===== src/rtl/loader_pkg.sv =====
// Shared definitions for the serial program loader: FSM states, error codes,
// default frame header and the length-range helper.
package loader_pkg;

    typedef enum logic [3:0] {
        ST_IDLE,
        ST_SYNC,
        ST_LEN_HI,
        ST_LEN_LO,
        ST_DATA_HI,
        ST_DATA_LO,
        ST_CHK,
        ST_DONE,
        ST_ERROR
    } state_t;

    typedef enum logic [1:0] {
        ERR_NONE     = 2'd0,
        ERR_CHECKSUM = 2'd1,
        ERR_LENGTH   = 2'd2,
        ERR_TIMEOUT  = 2'd3
    } err_t;

    localparam logic [7:0] DEFAULT_SYNC_BYTE = 8'hA5;

    // A frame may fill the whole memory (N == 2**addr_w) but not exceed it.
    function automatic logic len_overflow(input logic [15:0] n, input int unsigned addr_w);
        return ({16'd0, n} > (32'd1 << addr_w));
    endfunction

endpackage


===== src/rtl/loader_timeout.sv =====
// Inter-byte watchdog: counts enabled cycles since the last clear and flags
// the cycle on which the count would reach TIMEOUT.
module loader_timeout #(
    parameter int unsigned TIMEOUT = 50000
) (
    input  logic clk_i,
    input  logic rst_i,
    input  logic clr_i,
    input  logic en_i,
    output logic expired_o
);

    localparam int unsigned CW = $clog2(TIMEOUT + 1);

    logic [CW-1:0] cnt_q;

    assign expired_o = en_i && (cnt_q == CW'(TIMEOUT - 1));

    always_ff @(posedge clk_i or posedge rst_i) begin
        if (rst_i) begin
            cnt_q <= '0;
        end else if (clr_i) begin
            cnt_q <= '0;
        end else if (en_i && !expired_o) begin
            cnt_q <= cnt_q + CW'(1);
        end
    end

endmodule


===== src/rtl/prog_loader.sv =====
// Serial program loader: parses SYNC/LEN/DATA/CHK frames from a UART byte
// stream, writes 16-bit words to instruction memory and gates the CPU reset.
module prog_loader
    import loader_pkg::*;
#(
    parameter int unsigned ADDR_W    = 10,
    parameter int unsigned TIMEOUT   = 50000,
    parameter logic [7:0]  SYNC_BYTE = DEFAULT_SYNC_BYTE
) (
    input  logic              clk,
    input  logic              reset,
    input  logic              start,
    input  logic              rx_valid,
    input  logic [7:0]        rx_data,
    output logic              mem_we,
    output logic [ADDR_W-1:0] mem_addr,
    output logic [15:0]       mem_wdata,
    output logic              cpu_reset,
    output logic              busy,
    output logic              done,
    output logic              error,
    output logic [1:0]        err_code
);

    state_t            state_q;
    err_t              err_q;
    logic [15:0]       len_q;
    logic [15:0]       count_q;
    logic [7:0]        chk_q;
    logic              we_q;
    logic [ADDR_W-1:0] addr_q;
    logic [15:0]       wdata_q;
    logic              cpu_reset_q;
    logic              busy_q;
    logic              done_q;
    logic              error_q;

    logic [15:0] len_d;
    logic [15:0] count_d;
    logic [7:0]  chk_d;
    logic        in_frame;
    logic        tmo_expired;

    assign len_d    = {len_q[15:8], rx_data};
    assign count_d  = count_q + 16'd1;
    assign chk_d    = chk_q ^ rx_data;
    assign in_frame = state_q inside {ST_LEN_HI, ST_LEN_LO, ST_DATA_HI, ST_DATA_LO, ST_CHK};

    loader_timeout #(
        .TIMEOUT(TIMEOUT)
    ) u_timeout (
        .clk_i    (clk),
        .rst_i    (reset),
        .clr_i    (rx_valid || !in_frame),
        .en_i     (in_frame),
        .expired_o(tmo_expired)
    );

    always_ff @(posedge clk or posedge reset) begin
        if (reset) begin
            state_q     <= ST_IDLE;
            err_q       <= ERR_NONE;
            len_q       <= '0;
            count_q     <= '0;
            chk_q       <= '0;
            we_q        <= 1'b0;
            addr_q      <= '0;
            wdata_q     <= '0;
            cpu_reset_q <= 1'b1;
            busy_q      <= 1'b0;
            done_q      <= 1'b0;
            error_q     <= 1'b0;
        end else begin
            // Write pulse lasts one cycle; the address advances once it retires.
            we_q <= 1'b0;
            if (we_q) begin
                addr_q <= addr_q + ADDR_W'(1);
            end

            unique case (state_q)
                ST_IDLE, ST_DONE, ST_ERROR: begin
                    if (start) begin
                        state_q     <= ST_SYNC;
                        addr_q      <= '0;
                        count_q     <= '0;
                        chk_q       <= '0;
                        err_q       <= ERR_NONE;
                        cpu_reset_q <= 1'b1;
                        busy_q      <= 1'b1;
                        done_q      <= 1'b0;
                        error_q     <= 1'b0;
                    end
                end
                ST_SYNC: begin
                    if (rx_valid && rx_data == SYNC_BYTE) begin
                        state_q <= ST_LEN_HI;
                    end
                end
                default: begin
                    // A byte arriving on the expiry cycle takes precedence.
                    if (rx_valid) begin
                        case (state_q)
                            ST_LEN_HI: begin
                                len_q[15:8] <= rx_data;
                                state_q     <= ST_LEN_LO;
                            end
                            ST_LEN_LO: begin
                                len_q <= len_d;
                                if (len_overflow(len_d, ADDR_W)) begin
                                    state_q <= ST_ERROR;
                                    err_q   <= ERR_LENGTH;
                                    busy_q  <= 1'b0;
                                    error_q <= 1'b1;
                                end else if (len_d == 16'd0) begin
                                    state_q <= ST_CHK;
                                end else begin
                                    state_q <= ST_DATA_HI;
                                end
                            end
                            ST_DATA_HI: begin
                                wdata_q[15:8] <= rx_data;
                                chk_q         <= chk_d;
                                state_q       <= ST_DATA_LO;
                            end
                            ST_DATA_LO: begin
                                wdata_q[7:0] <= rx_data;
                                chk_q        <= chk_d;
                                we_q         <= 1'b1;
                                count_q      <= count_d;
                                state_q      <= (count_d == len_q) ? ST_CHK : ST_DATA_HI;
                            end
                            ST_CHK: begin
                                busy_q <= 1'b0;
                                if (rx_data == chk_q) begin
                                    state_q     <= ST_DONE;
                                    done_q      <= 1'b1;
                                    cpu_reset_q <= 1'b0;
                                end else begin
                                    state_q <= ST_ERROR;
                                    err_q   <= ERR_CHECKSUM;
                                    error_q <= 1'b1;
                                end
                            end
                            default: ;
                        endcase
                    end else if (tmo_expired) begin
                        state_q <= ST_ERROR;
                        err_q   <= ERR_TIMEOUT;
                        busy_q  <= 1'b0;
                        error_q <= 1'b1;
                    end
                end
            endcase
        end
    end

    assign mem_we    = we_q;
    assign mem_addr  = addr_q;
    assign mem_wdata = wdata_q;
    assign cpu_reset = cpu_reset_q;
    assign busy      = busy_q;
    assign done      = done_q;
    assign error     = error_q;
    assign err_code  = err_q;

endmodule


===== config.mk =====
export PLATFORM = sky130hd
export DESIGN_NAME = prog_loader
export DESIGN_NICKNAME = d
export VERILOG_FILES = /design/src/rtl/loader_pkg.sv /design/src/rtl/loader_timeout.sv /design/src/rtl/prog_loader.sv
export SDC_FILE = /design/constraint.sdc
export NUM_CORES = 1
export LEC_CHECK = 0
export BUFFER_PORTS_ARGS = -buffer_cell sky130_fd_sc_hd__buf_2
export CORE_MARGIN = 2
export CORE_UTILIZATION = 54
export DETAILED_ROUTE_END_ITERATION = 12
export GPL_TIMING_DRIVEN = 0
export HOLD_SLACK_MARGIN = 0.08
export PLACE_DENSITY = 0.76
export SLEW_MARGIN = 20
export SYNTH_ARGS = -nofsm -noshare
export SYNTH_HDL_FRONTEND = slang
export SYNTH_SLANG_ARGS = --single-unit

===== constraint.sdc =====
create_clock -name clk -period 2.69 [get_ports clk]
set_clock_uncertainty 0.1 [all_clocks]
set_input_delay 0.1345 -clock clk [delete_from_list [all_inputs] [get_ports clk]]
set_output_delay 0.1345 -clock clk [all_outputs]
set_load 0.01 [all_outputs]

**Word level (Yosys, flattened, before mapping)**

Index checks and enable logic that the tools add are counted.

- Add/sub/neg operators: 3
- Order comparisons: 1
- Equality and inequality tests: 18
- Multiplexer cells: 54
- Bitwise operators: 3
- Reduce and logical (&&, ||, !) cells: 30

Operator list:

| operator | number |
|---|---|
| two-way mux 16 bit | 5 |
| adder 16 x 1 -> 16 bit (second input constant) | 2 |
| case mux 16 bit (2 select lines) | 1 |
| two-way mux 10 bit | 3 |
| two-way mux 4 bit | 6 |
| two-way mux 8 bit | 3 |
| case mux 4 bit (5 select lines) | 1 |
| two-way mux 1 bit | 18 |
| == test 16 bit | 1 |
| == test 16 bit (second input constant) | 1 |
| == test 4 x 3 -> 1 bit (second input constant) | 4 |
| > comparator 16 x 11 -> 1 bit (second input constant) | 1 |
| logical NOT 16 bit | 1 |
| case mux 8 bit (2 select lines) | 1 |
| two-way mux 2 bit | 7 |
| case mux 1 bit (2 select lines) | 6 |
| AND reduction 3 bit | 4 |
| AND reduction 4 bit | 3 |
| nonzero test 2 bit | 6 |
| adder 10 x 1 -> 10 bit (second input constant) | 1 |
| AND reduction 5 bit | 2 |
| == test 4 x 2 -> 1 bit (second input constant) | 2 |
| == test 8 bit | 1 |
| == test 8 bit (second input constant) | 1 |
| 22 further kinds | 28 |

- Register bits: 93

**Longest topological paths before layout**

- Depth in word-level cells: 7
- Gate-level depth with buffers: 9
- Depth with buffers taken out: 7

**Hierarchy**

Synthesis repeated with hierarchy kept, for this count alone.

- Cells, all modules: 529
- Area, all modules: 5064.9 um^2

Modules (own cells, without submodules):

| module | instances | cells an instance | area each (um^2) | seq. area each (um^2) |
|---|---|---|---|---|
| prog_loader | 1 | 435 | 4159.0 | 1928.1 |
| loader_timeout | 1 | 94 | 905.9 | 400.4 |

**Worst setup path before layout**

Ideal clock, no wire load.

- Path kind: register to register
- From: register state_q[3]
- To: register err_q[0], in the netlist err_code[0]
- Library setup time: 0.127 ns
- Arrival: 1.941 ns
- Required time: 2.463 ns
- Slack: 0.522 ns
- Cell stages (with the launch flop): 7
- Buffers on the path: 0
- Period minus slack after synthesis: 2.168 ns
- Path through: dfrtp_1 > nand2b_1 > or3b_1 > nor4_1 > and3_1 > a211o_2 > mux2_1

- Longest elaborated chain between the ends: 5
- Elaborated cells on any way between the ends: 22
- Those cells by class: eq/ne: 12; mux: 3; bitwise: 1; reduce/logical: 6

RTL lines:

| item | RTL line | text |
|---|---|---|
| start, declared | prog_loader.sv:25 | `state_t state_q;` |
| start signal, assigned | prog_loader.sv:130 | `state_q <= (count_d == len_q) ? ST_CHK : ST_DATA_HI;` |
| == test 4 x 2 -> 1 bit (tied with other cells) | prog_loader.sv:47 | `assign in_frame = state_q inside {ST_LEN_HI, ST_LEN_LO, ST_DATA_HI, ST_DATA_LO, ST_CHK};` |
| nonzero test 5 bit | prog_loader.sv:47 |  |
| logical AND 1 bit | loader_timeout.sv:17 | `assign expired_o = en_i && (cnt_q == CW'(TIMEOUT - 1));` |
| nonzero test 3 bit (no line) | -- |  |
| AND reduction 6 bit (no line) | -- |  |
| end signal, assigned | prog_loader.sv:62 | `err_q <= ERR_NONE;` |
| end signal, assigned | prog_loader.sv:87 | `err_q <= ERR_NONE;` |
| end signal, assigned | prog_loader.sv:111 | `err_q <= ERR_LENGTH;` |
| end, declared | prog_loader.sv:26 | `err_t err_q;` |

Several ways; a longest one is shown, not always the timed one.
A chain may end at the register's enable or synchronous reset.

**Worst setup path in the final report**

- From: register state_q[3]
- To: register error_q, in the netlist error

- Longest elaborated chain between the ends: 5
- Elaborated cells on any way between the ends: 22
- Those cells by class: eq/ne: 12; mux: 3; bitwise: 1; reduce/logical: 6

RTL lines:

| item | RTL line | text |
|---|---|---|
| == test 4 x 2 -> 1 bit (tied with other cells) | prog_loader.sv:47 |  |
| nonzero test 5 bit | prog_loader.sv:47 |  |
| logical AND 1 bit | loader_timeout.sv:17 |  |
| nonzero test 3 bit (no line) | -- |  |
| AND reduction 6 bit (no line) | -- |  |
| end signal, assigned | prog_loader.sv:72 | `error_q <= 1'b0;` |
| end signal, assigned | prog_loader.sv:91 | `error_q <= 1'b0;` |
| end signal, assigned | prog_loader.sv:113 | `error_q <= 1'b1;` |
| end, declared | prog_loader.sv:36 | `logic error_q;` |

Several ways; a longest one is shown, not always the timed one.

==> impl_metrics.py <==
metrics = {
    "route": {
        "wl_per_cell_um": 15.6,
        "drc_errors": 0,
        "vias": 4115,
        "vias_per_cell": 5.91,
        "wl_met2_mm": 5.17,
        "routed_wl_mm": 10.9,
        "dr_wl_met3_um": 452,
        "highest_layer": "met4",
        "drtIter0Drc": 206,
        "routedLengthMet1_mm": 5.00,
        "dr.pass1.iters": 6,
        "ant_nets": 0,
    },
    "layout": {
        "syn_to_final_growth_pct": 12.4,
        "regArea_sq_mm": 0.00233,
        "drive_above_1_share_pct": 17.9,
        "fin_area_sq_mm": 0.00564,
        "fin_util_pct": 62.0,
        "fillers": 753,
        "final_cell_count_no_fill": 696,
        "antennaDiodeCount": 0,
        "fin_nets": 595,
        "multiInputGateArea_sq_mm": 0.00255,
    },
    "run_status": {
        "status": "finished clean",
    },
    "critical_path": {
        "crit_slowest_cell": "dfrtp_1",
        "path_buf_inv": 0,
        "critPathMaxStageDelay_ns": 0.45,
        "critPathKind": "reg -> reg",
        "crit_fanout": 6,
        "start_kind": "flip-flop",
        "path_cells": "nand2b_1 > or3b_1 > nor4_2 > and3_1 > a211o_2 > mux2_1",
        "critPathArrivalTime_ns": 2.65,
        "critical_path_required_ns": 2.83,
        "cp-end-kind": "flip-flop",
        "cpLargestDelayFamily": "simple AND/OR/NAND/NOR gates",
    },
    "power": {
        "powerDensity_mw_per_mm2": 782,
        "peakVddDrop_v": 0.000486,
        "cellLeakagePower_nw": 2.56,
    },
    "clock_tree": {
        "cts_buffer_depth": 2,
        "numCtsBuffers": 9,
        "cts.sink_count": 93,
        "cts_tree": "built",
        "htreeDepth": 3,
        "clkTransAtPathRegs_ns": 0.09,
        "worstSkewPairLatency_ns": 0.35,
        "cts_root_buf": "clkbuf_8",
    },
    "synth": {
        "yosysMostFrequentCell": "dfrtp_1",
        "syn_area_sq_mm": 0.00502,
        "synth_area_leaders": "dfrtp_1, nand2_1, mux2_2",
        "async_flop_share_pct": 100,
        "synth_fp_nets": 541,
        "synth_ff_type": "dfrtp_1",
        "synth_cells": 526,
        "synth_seq_cells": 93,
        "synth_cell_types": 59,
        "synth_common_cells": "dfrtp_1, nand2_1, nor2_1",
        "ys_seq_area_share_pct": 46.4,
        "yosysWarnings": 0,
        "yosysTopAreaCellShare_pct": 45.9,
        "synth_edf_count": 0,
        "synth_area_leader_cell": "dfrtp_1",
        "syn_area_per_cell_sq_um": 9.54,
    },
    "floorplanning": {
        "core_sq_mm": 0.00911,
        "dieArea_sq_mm": 0.0101,
        "initial_utilization_pct": 55.1,
        "die_w_um": 100,
        "pin_count": 45,
        "die_y_um": 100,
        "rows": 35,
    },
    "global_route": {
        "antenna_found_initial": 0,
        "track_usage_pct": 22.8,
        "globalRouteOverflowTotal": 0,
        "grt_max_degree": 53,
        "grt_pass1_vias": 3870,
        "grt_pass1_wl_mm": 18.4,
    },
    "run": {
        "cap_violations": 0,
    },
    "timing": {
        "setup_viol": 0,
        "final-hold-violation-count": 0,
        "maxSlewHeadroom_pct": 53.8,
        "clock.fmax_mhz": 399,
        "final-max-slew-violation-count": 0,
        "holdWs_ns": 0.0757,
        "worst_slack_ns": 0.187,
        "tightest_slew_ns": 0.689,
        "grt_setup_unrepaired": "no",
        "period_share_pct": 93.1,
        "fin_crit_ns": 2.50,
    },
    "placed_design": {
        "place.gp.congestion": 0.938,
        "portBuffers": 37,
        "place_inst": 675,
        "postPlaceCellArea_sq_mm": 0.00537,
        "place_ws_ns": 0.0844,
        "hpwl_mm": 7.69,
    },
    "worst_hold_path": {
        "min_path_type": "in -> reg",
    },
}
-- layout make-up --
cell class | instances | area share [%]
multi-input combinational | 394 | 45.2
sequential | 93 | 41.3
timing repair buffer | 43 | 4.66
clock buffer | 11 | 2.51
tap | 111 | 2.46
buffer | 30 | 2.20
clock inverter | 5 | 1.04
inverter | 9 | 0.643
-- what timing repair did --
| action | 4_1_cts | 5_1_grt |
|---|---|---|
| endpoints found under the hold margin | 46 | 0 |
| buffers inserted | 0 | 0 |
| setup endpoints to repair | 0 | 7 |
| hold buffers | 5 | 0 |
| resized for setup | 0 | 4 |
-- tightest hold or removal path: stages --
cell and delay, ns:
clkbuf_1 0.21, nand2_1 0.11, nand2_1 0.05
-- metrics by stage --
stage          setup TNS (ns)  power, mW
2_1_floorplan               0       3.02
3_3_place_gp           -88.59       3.38
3_5_place_dp                0       3.44
4_1_cts                     0       4.41
5_1_grt                     0       4.69
6_report                    0       4.41
-- layout by cell type (no fill, tap or decap), drive strengths merged, types with 9 or more instances in the layout --
| master | count |
|---|---|
| buf | 49 |
| o21ai | 45 |
| nand3 | 18 |
| inv | 10 |
| clkbuf | 30 |
| nor3b | 10 |
| nor3 | 9 |
| a21oi | 13 |
| nand2 | 78 |
| mux2 | 27 |
| xor2 | 22 |
| nand4 | 15 |
| dfrtp | 92 |
| xnor2 | 25 |
| nor2 | 48 |
-- state kept, by name (all words and copies together) (netlist names) --
name             cells
mem_addr            10
count_q             16
chk_q                8
mem_wdata           16
u_timeout.cnt_q     16
busy                 1
state_q              4
cpu_reset            1
len_q               16
mem_we               1
error                1
err_code             2
done                 1
-- power by group --
part,internal [mW],switching (mW)
logic,0.694,0.797
clock network,0.458,0.497
registers,1.71,0.251
-- worst paths after layout --
check | slack [ns] | endpoint | startpoint | depth (start not counted)
setup / recovery | 0.19 | error$_DFFE_PP0P_ | state_q[3]$_DFFE_PP0P_ | 6
hold / removal | 0.08 | mem_wdata[4]$_DFFE_PP0P_ | rx_data[4] | 3
setup reg to reg | 0.19 | error$_DFFE_PP0P_ | state_q[3]$_DFFE_PP0P_ | 6
hold reg to reg | 0.39 | mem_wdata[5]$_DFFE_PP0P_ | mem_wdata[5]$_DFFE_PP0P_ | 2
max in group asynchronous | 1.54 | cpu_reset$_DFFE_PP1P_ | reset | 4
min in group asynchronous | 0.27 | u_timeout.cnt_q[6]$_DFFE_PP0P_ | reset | 3
-- cells by family after synthesis --
family / after synthesis / share of synthesized area [%]
AO/OA/AOI/OAI: 90 / 11.0
XOR/XNOR: 48 / 8.65
adder cells (fa/ha/maj): 4 / 0.947
buffers and inverters: 39 / 3.14
flip-flops: 93 / 46.4
multiplexers: 31 / 6.86
AND/OR/NAND/NOR: 221 / 23.0
-- metal layers --
metal	up-vias	track usage (%)
li1	1949	-
met1	2017	30.8
met2	128	37.8
met3	21	3.06
met4	0	8.22
met5	-	0
Power figures use the tool's default switching activity.
